$ cat config.mk
export PLATFORM = sky130hd
export DESIGN_NAME = branch_resolve_unit
export DESIGN_NICKNAME = d
export VERILOG_FILES = /design/src/rtl/branch_resolve_unit.sv
export SDC_FILE = /design/constraint.sdc
export NUM_CORES = 1
export LEC_CHECK = 0
export BUFFER_PORTS_ARGS = -buffer_cell sky130_fd_sc_hd__buf_2
export CAP_MARGIN = 10
export CORE_MARGIN = 3
export CORE_UTILIZATION = 45
export DETAILED_ROUTE_END_ITERATION = 8
export MAX_ROUTING_LAYER = met4
export PLACE_DENSITY = 0.8
export SYNTH_ARGS = -nofsm -noshare
export SYNTH_HDL_FRONTEND = slang
export SYNTH_SLANG_ARGS = --single-unit
$ cat constraint.sdc
create_clock -name clk -period 2.1 [get_ports clk]
set_input_delay 0.42 -clock clk [delete_from_list [all_inputs] [get_ports clk]]
set_output_delay 0.42 -clock clk [all_outputs]
set_load 0.03 [all_outputs]
$ cat src/rtl/branch_resolve_unit.sv
// Branch/jump resolution stage: turns SUB flags plus branch metadata into a registered
// taken/target/mispredict result behind a valid/ready handshake. Optional macro: BRU_PERF_CNT_EN.
module branch_resolve_unit #(
  parameter int size = 32
) (
  input  logic            clk,
  input  logic            reset,
  input  logic            flush,
  input  logic            in_valid,
  output logic            in_ready,
  input  logic            is_branch,
  input  logic            is_jump,
  input  logic [2:0]      funct3,
  input  logic            flag_C,
  input  logic            flag_V,
  input  logic            flag_Z,
  input  logic            flag_N,
  input  logic [size-1:0] pc,
  input  logic [size-1:0] target_in,
  input  logic            pred_taken,
  output logic            out_valid,
  input  logic            out_ready,
  output logic            taken,
  output logic [size-1:0] target,
  output logic            mispredict,
  output logic            illegal
`ifdef BRU_PERF_CNT_EN
  ,
  output logic [31:0]     branch_count,
  output logic [31:0]     mispredict_count
`endif
);

  // state | meaning
  // EMPTY | no result held, outputs not valid
  // FULL  | result held on the registered outputs until out_ready or flush
  typedef enum logic {EMPTY = 1'b0, FULL = 1'b1} state_t;

  state_t          state, state_nxt;
  logic            capture;
  logic            res_taken;
  logic            res_illegal;
  logic [size-1:0] res_target;
  logic [size-1:0] pc_plus4;

  assign out_valid = (state == FULL);
  assign in_ready  = !out_valid || out_ready;
  assign capture   = in_valid && in_ready && !flush;
  assign pc_plus4  = pc + size'(4);

  always_comb begin
    res_taken   = 1'b0;
    res_illegal = 1'b0;
    if (is_jump) begin
      res_taken = 1'b1;
    end else if (is_branch) begin
      case (funct3)
        3'b000:  res_taken = flag_Z;
        3'b001:  res_taken = !flag_Z;
        3'b100:  res_taken = flag_N ^ flag_V;
        3'b101:  res_taken = !(flag_N ^ flag_V);
        3'b110:  res_taken = !flag_C;
        3'b111:  res_taken = flag_C;
        default: res_illegal = 1'b1;
      endcase
    end
    res_target = res_taken ? target_in : pc_plus4;
  end

  always_comb begin
    state_nxt = state;
    if (flush)
      state_nxt = EMPTY;
    else if (capture)
      state_nxt = FULL;
    else if (state == FULL && out_ready)
      state_nxt = EMPTY;
  end

  always_ff @(posedge clk) begin
    if (reset)
      state <= EMPTY;
    else
      state <= state_nxt;
  end

  always_ff @(posedge clk) begin
    if (reset) begin
      taken      <= 1'b0;
      target     <= '0;
      mispredict <= 1'b0;
      illegal    <= 1'b0;
    end else if (capture) begin
      taken      <= res_taken;
      target     <= res_target;
      mispredict <= res_taken ^ pred_taken;
      illegal    <= res_illegal;
    end
  end

`ifdef BRU_PERF_CNT_EN
  // Counts consumed results only; flush does not clear them.
  logic handshake;
  assign handshake = out_valid && out_ready;

  always_ff @(posedge clk) begin
    if (reset) begin
      branch_count     <= '0;
      mispredict_count <= '0;
    end else if (handshake) begin
      if (branch_count != 32'hFFFF_FFFF)
        branch_count <= branch_count + 32'd1;
      if (mispredict && mispredict_count != 32'hFFFF_FFFF)
        mispredict_count <= mispredict_count + 32'd1;
    end
  end
`endif

endmodule

## Yosys cells after proc, flatten, opt, wreduce, memory -nomap -nowiden

Index checks and enable logic that the tools add are counted.

- Register bits: 36
- Output and inout port bits: 37

- Add/subtract/negate cells: 1
- Eq/ne operators: 5
- Muxes and demuxes: 9
- Bitwise operators: 2
- Reduce and logical (&&, ||, !) cells: 13

Operators with widths:

| operator | number |
|---|---|
| $add A32 B3 Y32 const B | 1 |
| $mux W32 | 1 |
| $eq A3 B3 Y1 const B | 4 |
| $mux W1 | 7 |
| $pmux W1 S6 | 1 |
| $reduce_or A6 Y1 | 1 |
| $logic_not A1 Y1 | 5 |
| $eq A3 B1 Y1 const B | 1 |
| $logic_and A1 B1 Y1 | 3 |
| $logic_not A3 Y1 | 1 |
| $reduce_bool A2 Y1 | 1 |
| $reduce_or A2 Y1 | 1 |
| $xor A1 B1 Y1 | 2 |
| $logic_or A1 B1 Y1 | 1 |

## Depth between registers and ports, before layout

Gate-level depths: netlist of run 1.

- Word-level depth: 6
- Mapped depth: 7

## Worst setup path before layout of run 1

OpenSTA, ideal clock, no wires.

- Path kind: input -> register
- Start: input funct3[0]
- End: register target[12]
- Data arrival time: 1.685 ns
- Data required time: 1.972 ns
- Slack: 0.287 ns
- Stages on the path: 7
- Buffers on the path: 2
- Cell sequence: xnor3_1 o31ai_2 or3_1 buf_6 buf_6 a32oi_1 o31ai_1

- Longest elaborated chain between the ends: 5
- Elaborated cells on any way between the ends: 10
- Those cells by class: 5 x eq/ne; 4 x mux; 1 x reduce/logical

Ends and longest elaborated chain:

| item | RTL line | text |
|---|---|---|
| start, declared | 13 | `input logic [2:0] funct3,` |
| $eq A3 B3 Y1, or another cell as far along | 57 | `case (funct3)` |
| $pmux W1 S6 * | 57 |  |
| $mux W1 * | 56 | `end else if (is_branch) begin` |
| $mux W1 * | 54 | `if (is_jump) begin` |
| $mux W32 * | 67 | `res_target = res_taken ? target_in : pc_plus4;` |
| end signal, assigned | 95 | `target <= res_target;` |
| end, declared | 24 | `output logic [size-1:0] target,` |

Mark *: on every way between the ends. The rest lies on a longest branch, timed or not.
A chain may end at the register's enable or synchronous reset.

## Worst setup path in the final report of run 1

- Start: input funct3[0]
- End: register target[23]

Same word-level chain as after synthesis.

==> results of run 1 <==
## worst max path at each step
| stage | depth (start not counted) | startpoint | to | slack [ns] |
|---|---|---|---|---|
| after CTS | 7 | funct3[0] | target[23] | 0.39 |
| after detailed placement | 7 | funct3[0] | target[31] | 0.1 |
| final | 7 | funct3[0] | target[23] | 0.38 |
| after global placement | 7 | funct3[0] | target[11] | 0.16 |
| after floorplan | 7 | funct3[0] | target[12] | 0.29 |
| after global routing | 7 | funct3[0] | target[0] | 0.28 |
## registers in the layout (all words and copies together) (netlist names)
signal      flops
illegal         1
mispredict      1
target         32
taken           1
out_valid       1
## cells by family after synthesis
group	share of synthesized area [%]
xor gates and xnor gates	12.8
AOI/OAI and AO/OA	17.1
DFF	33.4
and+or+nand+nor	28.9
buffers and inverters	4.82
adders and majority gates	0.581
muxes	2.32
## metal layers
metal | up-vias | GRT usage [%]
met5 | - | -
met4 | 0 | 4.08
met3 | 10 | 4.01
met2 | 98 | 33.4
met1 | 1094 | 33.0
li1 | 1195 | -
## worst max-delay path: stages
cell and delay, ns:
sky130_fd_sc_hd__buf_2 0.11, sky130_fd_sc_hd__xnor3_1 0.37, sky130_fd_sc_hd__o31ai_2 0.08, sky130_fd_sc_hd__or3_1 0.36, sky130_fd_sc_hd__buf_12 0.19, sky130_fd_sc_hd__a32oi_1 0.21
sky130_fd_sc_hd__o21ai_0 0.11
## metrics by stage
stage	setup slack, ns	power, mW	hold slack (ns)
6_report	0.382	1.71	0.312
5_1_grt	0.279	1.79	0.319
2_1_floorplan	0.287	1.02	0.499
3_3_place_gp	0.165	1.19	0.430
3_5_place_dp	0.0967	1.20	0.442
4_1_cts	0.393	1.72	0.311
## area by class of cell
| class | count | area, um^2 |
|---|---|---|
| Multi-Input combinational cell | 198 | 1330 |
| Fill cell | 398 | 1570 |
| Clock buffer | 7 | 96.3 |
| Inverter | 4 | 15.0 |
| Tap cell | 52 | 65.1 |
| Sequential cell | 36 | 721 |
| Timing Repair Buffer | 127 | 678 |
## where the power goes
group / switching (mW) / internal, mW
Clock: 0.234 / 0.292
Combinational: 0.269 / 0.170
Sequential: 0.0219 / 0.726
## synthesized netlist by cell type, drive strengths merged
library cell	number	area share (%)
a211oi	1	0.35
a21oi	3	0.87
a32oi	19	7.7
and3	6	1.7
buf	6	2.7
clkbuf	8	1.4
dfxtp	36	33
ha	1	0.58
inv	4	0.70
mux2i	5	2.3
nand2	17	3.0
nand2b	3	0.87
nand3	22	5.3
nand3b	4	1.4
nand4	11	3.2
nand4b	3	1.2
nor2	15	2.7
nor2b	3	0.87
nor3	12	3.5
nor4	10	3.8
o21ai	20	4.6
o311ai	3	1.2
o31ai	6	2.3
or3	3	0.87
or3b	1	0.41
xnor2	9	3.7
xnor3	1	1.0
xor2	20	8.1
==> flow_results.xml, run 1 <==
<?xml version="1.0" encoding="UTF-8"?>
<metrics>
  <group name="placed_design">
    <metric name="place_inst" unit="">417</metric>
    <metric name="postPlaceCellArea" unit="um^2">2810</metric>
    <metric name="gp_congestion" unit="">0.871</metric>
    <metric name="dp_hpwl" unit="um">4950</metric>
    <metric name="port_buffers" unit="">115</metric>
  </group>
  <group name="clocking">
    <metric name="cts_inserted_buffers" unit="">5</metric>
    <metric name="cts_resized" unit="">0</metric>
    <metric name="clock_tree_root_driver_cell" unit="">sky130_fd_sc_hd__clkbuf_8</metric>
    <metric name="clk_buf_depth" unit="">2</metric>
    <metric name="number_of_hold_buffers_added_after_cts" unit="">0</metric>
    <metric name="worst_setup_hold_path_clk_slew" unit="ns">0.07</metric>
    <metric name="cts_num_sinks" unit="">36</metric>
    <metric name="insertion_delay" unit="ns">0.28</metric>
    <metric name="cts_tree" unit="">built</metric>
    <metric name="cts_max_level" unit="">2</metric>
    <metric name="post-cts-setup-buffer-count" unit="">0</metric>
  </group>
  <group name="detailed_routing">
    <metric name="drt_pre_antenna_iters" unit="">4</metric>
    <metric name="routed_wire_length_per_instance" unit="um">14.9</metric>
    <metric name="met2WireLength" unit="um">2890</metric>
    <metric name="postRouteWirelength" unit="um">6330</metric>
    <metric name="route.layer.met1.wl" unit="um">2930</metric>
    <metric name="detailedRoute.firstIterationViolations" unit="">177</metric>
    <metric name="vias" unit="">2397</metric>
    <metric name="post_route_antenna_net_violation_count" unit="">0</metric>
    <metric name="route.detailed.vias_per_inst" unit="">5.65</metric>
    <metric name="route.met3.wl" unit="um">429</metric>
    <metric name="route.detailed.drc" unit="">0</metric>
    <metric name="route.top_layer_used" unit="">met4</metric>
  </group>
  <group name="min_path">
    <metric name="hp-class" unit="">primary input to register</metric>
    <metric name="hold-path-endpoint" unit="">out_valid</metric>
    <metric name="whs_path_depth" unit="">2</metric>
    <metric name="hp-start" unit="">flush</metric>
  </group>
  <group name="finish">
    <metric name="flow.area_growth_from_synthesis" unit="%">34.8</metric>
    <metric name="final_cell_area" unit="um^2">2910</metric>
    <metric name="antenna_cells_inserted" unit="">0</metric>
    <metric name="stdcell_count" unit="">424</metric>
    <metric name="final_common_cell" unit="">sky130_fd_sc_hd__buf_2</metric>
    <metric name="final_nets" unit="">452</metric>
    <metric name="post-route-util" unit="%">64.9</metric>
    <metric name="layout-drive-gt1-share" unit="%">39.0</metric>
    <metric name="most-common-layout-cells" unit="">sky130_fd_sc_hd__buf_2, sky130_fd_sc_hd__dfxtp_1, sky130_fd_sc_hd__nand3_1, sky130_fd_sc_hd__xor2_1, sky130_fd_sc_hd__a32oi_1</metric>
  </group>
  <group name="critical_path">
    <metric name="source_of_the_worst_register_to_register_timing_path" unit="">out_valid</metric>
    <metric name="critical_path.endpoint_type" unit="">register</metric>
    <metric name="timing.rr.end" unit="">target[31]</metric>
    <metric name="worst_r2r_path_depth" unit="">7</metric>
    <metric name="cp-start-kind" unit="">primary input</metric>
    <metric name="cp.arrival" unit="ns">1.86</metric>
    <metric name="worst-endpoint-required" unit="ns">2.25</metric>
    <metric name="cp_max_fo" unit="">35</metric>
    <metric name="timing.reg2reg.setup_slack" unit="ns">0.49</metric>
    <metric name="crit_type" unit="">primary input to register</metric>
  </group>
  <group name="synth">
    <metric name="syn-instance-count" unit="">252</metric>
    <metric name="synth_fp_nets" unit="">332</metric>
    <metric name="yosys_warnings" unit="">0</metric>
    <metric name="synth_seq_area_share" unit="%">33.4</metric>
    <metric name="post_synth.cell_area_avg" unit="um^2">8.55</metric>
    <metric name="yosysUniqueCellTypes" unit="">37</metric>
    <metric name="syn_area" unit="um^2">2150</metric>
    <metric name="ys_seq_elements" unit="">36</metric>
  </group>
  <group name="timing">
    <metric name="hold_viol_final" unit="">0</metric>
    <metric name="tightestPinTransition" unit="ns">0.468</metric>
    <metric name="achievable-frequency" unit="GHz">0.582</metric>
    <metric name="setup_viol_count_final" unit="">0</metric>
    <metric name="rsz0062_at_grt" unit="">false</metric>
    <metric name="final.min_clock_period" unit="ns">1.72</metric>
    <metric name="setup_tns" unit="ns">0</metric>
    <metric name="drv_slew" unit="">0</metric>
    <metric name="worst_max_slew_margin_expressed_relative_to_the_limit" unit="%">68.5</metric>
    <metric name="clock_skew" unit="ns">0.00292</metric>
    <metric name="layout_worst_path_cycle_share" unit="%">81.8</metric>
  </group>
  <group name="die">
    <metric name="start_util" unit="%">48.2</metric>
    <metric name="die_w" unit="um">75.2</metric>
    <metric name="placement_rows" unit="">24</metric>
    <metric name="die_area" unit="um^2">5650</metric>
    <metric name="floorplan.die.height" unit="um">75.2</metric>
    <metric name="coreArea" unit="um^2">4470</metric>
    <metric name="top_level_ports" unit="">116</metric>
  </group>
  <group name="grt">
    <metric name="grt_first_pass_wirelength" unit="um">9780</metric>
    <metric name="track_usage" unit="%">22.7</metric>
    <metric name="grt_overflow" unit="">0</metric>
    <metric name="grt_max_degree" unit="">36</metric>
    <metric name="antenna_found_initial" unit="">0</metric>
    <metric name="grt_pass1_vias" unit="">2073</metric>
  </group>
  <group name="outcome">
    <metric name="run_status" unit="">finished, final reports clean</metric>
  </group>
  <group name="pwr">
    <metric name="powerDensity" unit="nW/um^2">590</metric>
    <metric name="leakage_power_of_the_design" unit="nW">1.27</metric>
    <metric name="ir_drop" unit="V">0.000337</metric>
  </group>
  <group name="run">
    <metric name="maxCapViolations" unit="">0</metric>
  </group>
</metrics>
Power figures use the tool's default switching activity.
==> run 2: changes to the inputs <==
--- a/config.mk
+++ b/config.mk
@@ -8,10 +8,10 @@
 export BUFFER_PORTS_ARGS = -buffer_cell sky130_fd_sc_hd__buf_2
 export CAP_MARGIN = 10
 export CORE_MARGIN = 3
-export CORE_UTILIZATION = 45
+export CORE_UTILIZATION = 41
 export DETAILED_ROUTE_END_ITERATION = 8
 export MAX_ROUTING_LAYER = met4
-export PLACE_DENSITY = 0.8
+export PLACE_DENSITY = 0.77
 export SYNTH_ARGS = -nofsm -noshare
 export SYNTH_HDL_FRONTEND = slang
 export SYNTH_SLANG_ARGS = --single-unit
==> constraint.sdc (replaced) <==
create_clock -name clk -period 1.4 [get_ports clk]
set_input_delay 0.28 -clock clk [delete_from_list [all_inputs] [get_ports clk]]
set_output_delay 0.28 -clock clk [all_outputs]
set_load 0.03 [all_outputs]
==> run 2 against run 1 <==
Against the previous run:
- the flow now finishes with violations (negative setup slack)
- highest routed layer unchanged
- core utilization rose by 4.4 points
- design area increased by 17%
- critical path type unchanged
- critical endpoint is now target[12]
- sequential share of layout area is 3.6 points lower
- non-clock buffer count grew 38
- worst hold slack lost 0.15 ns
- register-to-register slack lost 0.52 ns
- critical path depth stayed put
- sequential power rose by 50%
- routed wire length grew 16%
- clock-buffer cell count decreased by 2
- via count is 8.0% higher
==> flow_results.xml, run 2 (same netlist as run 1, synthesis figures left out) <==
<?xml version="1.0" encoding="UTF-8"?>
<metrics>
  <group name="outcome">
    <metric name="run_status" unit="">finished, violations left</metric>
    <metric name="failed_checks" unit="">negative setup slack</metric>
  </group>
  <group name="critical_path">
    <metric name="cp-start-kind" unit="">primary input</metric>
    <metric name="critical_path.endpoint_type" unit="">register</metric>
    <metric name="worst-endpoint-required" unit="ns">1.57</metric>
    <metric name="path_cells" unit="">buf_6, xnor3_1, o31ai_2, or3_4, buf_4, a32oi_1, o31ai_1</metric>
    <metric name="cp.arrival" unit="ns">1.72</metric>
    <metric name="critical_path_buf_inv_count" unit="">2</metric>
    <metric name="cp_max_fo" unit="">10</metric>
    <metric name="source_of_the_worst_register_to_register_timing_path" unit="">out_valid</metric>
    <metric name="slowest_stage_cell_crit_path" unit="">sky130_fd_sc_hd__xnor3_1</metric>
    <metric name="cp-startpoint" unit="">flag_N</metric>
    <metric name="crit_type" unit="">primary input to register</metric>
    <metric name="delay_of_the_slowest_critical_path_stage" unit="ns">0.39</metric>
    <metric name="dominant_delay_contributor_by_cell_family_on_the_critical_path" unit="">compound AO/OA/AOI/OAI gates</metric>
  </group>
  <group name="detailed_routing">
    <metric name="postRouteWirelength" unit="um">7330</metric>
    <metric name="route.detailed.vias_per_inst" unit="">5.41</metric>
    <metric name="route.detailed.drc" unit="">0</metric>
    <metric name="drt_pre_antenna_iters" unit="">4</metric>
    <metric name="vias" unit="">2589</metric>
    <metric name="routed_wire_length_per_instance" unit="um">15.3</metric>
    <metric name="detailedRoute.firstIterationViolations" unit="">139</metric>
    <metric name="post_route_antenna_net_violation_count" unit="">0</metric>
  </group>
  <group name="grt">
    <metric name="grt_first_pass_wirelength" unit="um">11300</metric>
    <metric name="grt_pass1_vias" unit="">2464</metric>
    <metric name="antenna_found_initial" unit="">0</metric>
    <metric name="grt_max_degree" unit="">26</metric>
    <metric name="track_usage" unit="%">23.3</metric>
    <metric name="grt_overflow" unit="">0</metric>
  </group>
  <group name="run">
    <metric name="maxCapViolations" unit="">0</metric>
  </group>
  <group name="placed_design">
    <metric name="port_buffers" unit="">115</metric>
    <metric name="dp_hpwl" unit="um">5420</metric>
    <metric name="postPlaceCellArea" unit="um^2">3140</metric>
    <metric name="gp_congestion" unit="">0.889</metric>
    <metric name="place_inst" unit="">467</metric>
  </group>
  <group name="min_path">
    <metric name="hp-class" unit="">primary input to register</metric>
    <metric name="hp-start" unit="">flush</metric>
  </group>
  <group name="finish">
    <metric name="stdcell_count" unit="">479</metric>
    <metric name="final_cell_area" unit="um^2">3400</metric>
    <metric name="largest_register" unit="">target</metric>
    <metric name="layout-drive-gt1-share" unit="%">48.8</metric>
    <metric name="largest_register_ffs" unit="">32</metric>
    <metric name="final_common_cell" unit="">sky130_fd_sc_hd__buf_2</metric>
    <metric name="antenna_cells_inserted" unit="">0</metric>
    <metric name="flow.area_growth_from_synthesis" unit="%">58.0</metric>
    <metric name="final_nets" unit="">491</metric>
    <metric name="most-common-layout-cells" unit="">sky130_fd_sc_hd__buf_2, sky130_fd_sc_hd__buf_4, sky130_fd_sc_hd__dfxtp_1, sky130_fd_sc_hd__nand3_1, sky130_fd_sc_hd__xor2_1</metric>
  </group>
  <group name="clocking">
    <metric name="cts_num_sinks" unit="">36</metric>
    <metric name="cts_tree" unit="">built</metric>
    <metric name="worst_setup_hold_path_clk_slew" unit="ns">0.07</metric>
    <metric name="insertion_delay" unit="ns">0.29</metric>
    <metric name="clock_tree_root_driver_cell" unit="">sky130_fd_sc_hd__clkbuf_8</metric>
    <metric name="cts_max_level" unit="">2</metric>
    <metric name="cts_inserted_buffers" unit="">5</metric>
    <metric name="clk_buf_depth" unit="">2</metric>
  </group>
  <group name="pwr">
    <metric name="powerDensity" unit="nW/um^2">840</metric>
    <metric name="leakage_power_of_the_design" unit="nW">1.51</metric>
    <metric name="ir_drop" unit="V">0.000557</metric>
  </group>
  <group name="die">
    <metric name="top_level_ports" unit="">116</metric>
    <metric name="floorplan.die.height" unit="um">78.5</metric>
    <metric name="start_util" unit="%">43.9</metric>
    <metric name="coreArea" unit="um^2">4910</metric>
    <metric name="die_area" unit="um^2">6160</metric>
    <metric name="die_w" unit="um">78.5</metric>
    <metric name="placement_rows" unit="">25</metric>
  </group>
  <group name="timing">
    <metric name="final.min_clock_period" unit="ns">1.55</metric>
    <metric name="layout_worst_path_cycle_share" unit="%">111</metric>
    <metric name="drv_slew" unit="">0</metric>
    <metric name="rsz0062_at_grt" unit="">true</metric>
    <metric name="clock_skew" unit="ns">0.00441</metric>
    <metric name="achievable-frequency" unit="GHz">0.643</metric>
    <metric name="tightestPinTransition" unit="ns">0.363</metric>
    <metric name="timing.final.ws_setup" unit="ns">-0.155</metric>
    <metric name="worst_max_slew_margin_expressed_relative_to_the_limit" unit="%">75.6</metric>
    <metric name="setup_tns" unit="ns">-2.02</metric>
    <metric name="hold_viol_final" unit="">0</metric>
    <metric name="setup_viol_count_final" unit="">33</metric>
    <metric name="hold-worst-slack" unit="ns">0.161</metric>
  </group>
</metrics>
## run 2: cell count changes in the layout (fill, tap and decap cells not counted), sizes merged
cell / change
clkinvlp: +1
buf: +38
nor2: +1
bufinv: +1
clkinv: +1
clkbuf: -2
## run 2: what timing repair did
| action | CTS | global route |
|---|---|---|
| buffers inserted | 2 | 1 |
| cloned | 1 | 0 |
| resized for setup | 20 | 8 |
| setup endpoints to repair | 33 | 35 |
| hold buffers | 0 | 0 |
| pin swaps | 6 | 2 |
## run 2: power by group
group          internal [mW]  switching (mW)  total (mW)
logic                  0.350           0.462       0.812
clock network          0.527           0.396       0.923
registers               1.09          0.0357        1.12
total                   1.97           0.894        2.86
## run 2: final timing paths
path	slack, ns	to	cells past startpoint
worst max register to register	-0.03	target[1]	5
worst max-delay path	-0.15	target[12]	7
worst min register to register	0.45	target[6]	2
worst min-delay path	0.16	out_valid	2
## run 2: cell type report
cell class / count / area (um^2)
fillers: 419 / 1510
inverters: 4 / 15.0
well taps: 67 / 83.8
flip-flops and latches: 36 / 722
clock inverters: 3 / 42.5
clock buffers: 5 / 68.8
multi-input cells: 199 / 1450
repair buffers: 165 / 1020
## run 2: stage by stage
step	total power, mW	worst slack (ns)	util [%]
5_1_grt	2.96	-0.252	69.3
6_report	2.86	-0.155	69.3
4_1_cts	2.83	-0.0902	67.9
3_5_place_dp	1.89	-0.459	64.0
2_1_floorplan	1.54	-0.273	-
3_3_place_gp	1.87	-0.407	64.0
## run 2: routing by layer
| layer | up-vias | part of all wire (%) | global-route usage [%] |
|---|---|---|---|
| met3 | 5 | 6.6 | 4.36 |
| met1 | 1212 | 42 | 28.6 |
| li1 | 1270 | - | - |
| met4 | 0 | 0.23 | 6.29 |
| met2 | 102 | 51 | 39.1 |
| met5 | - | 0 | - |
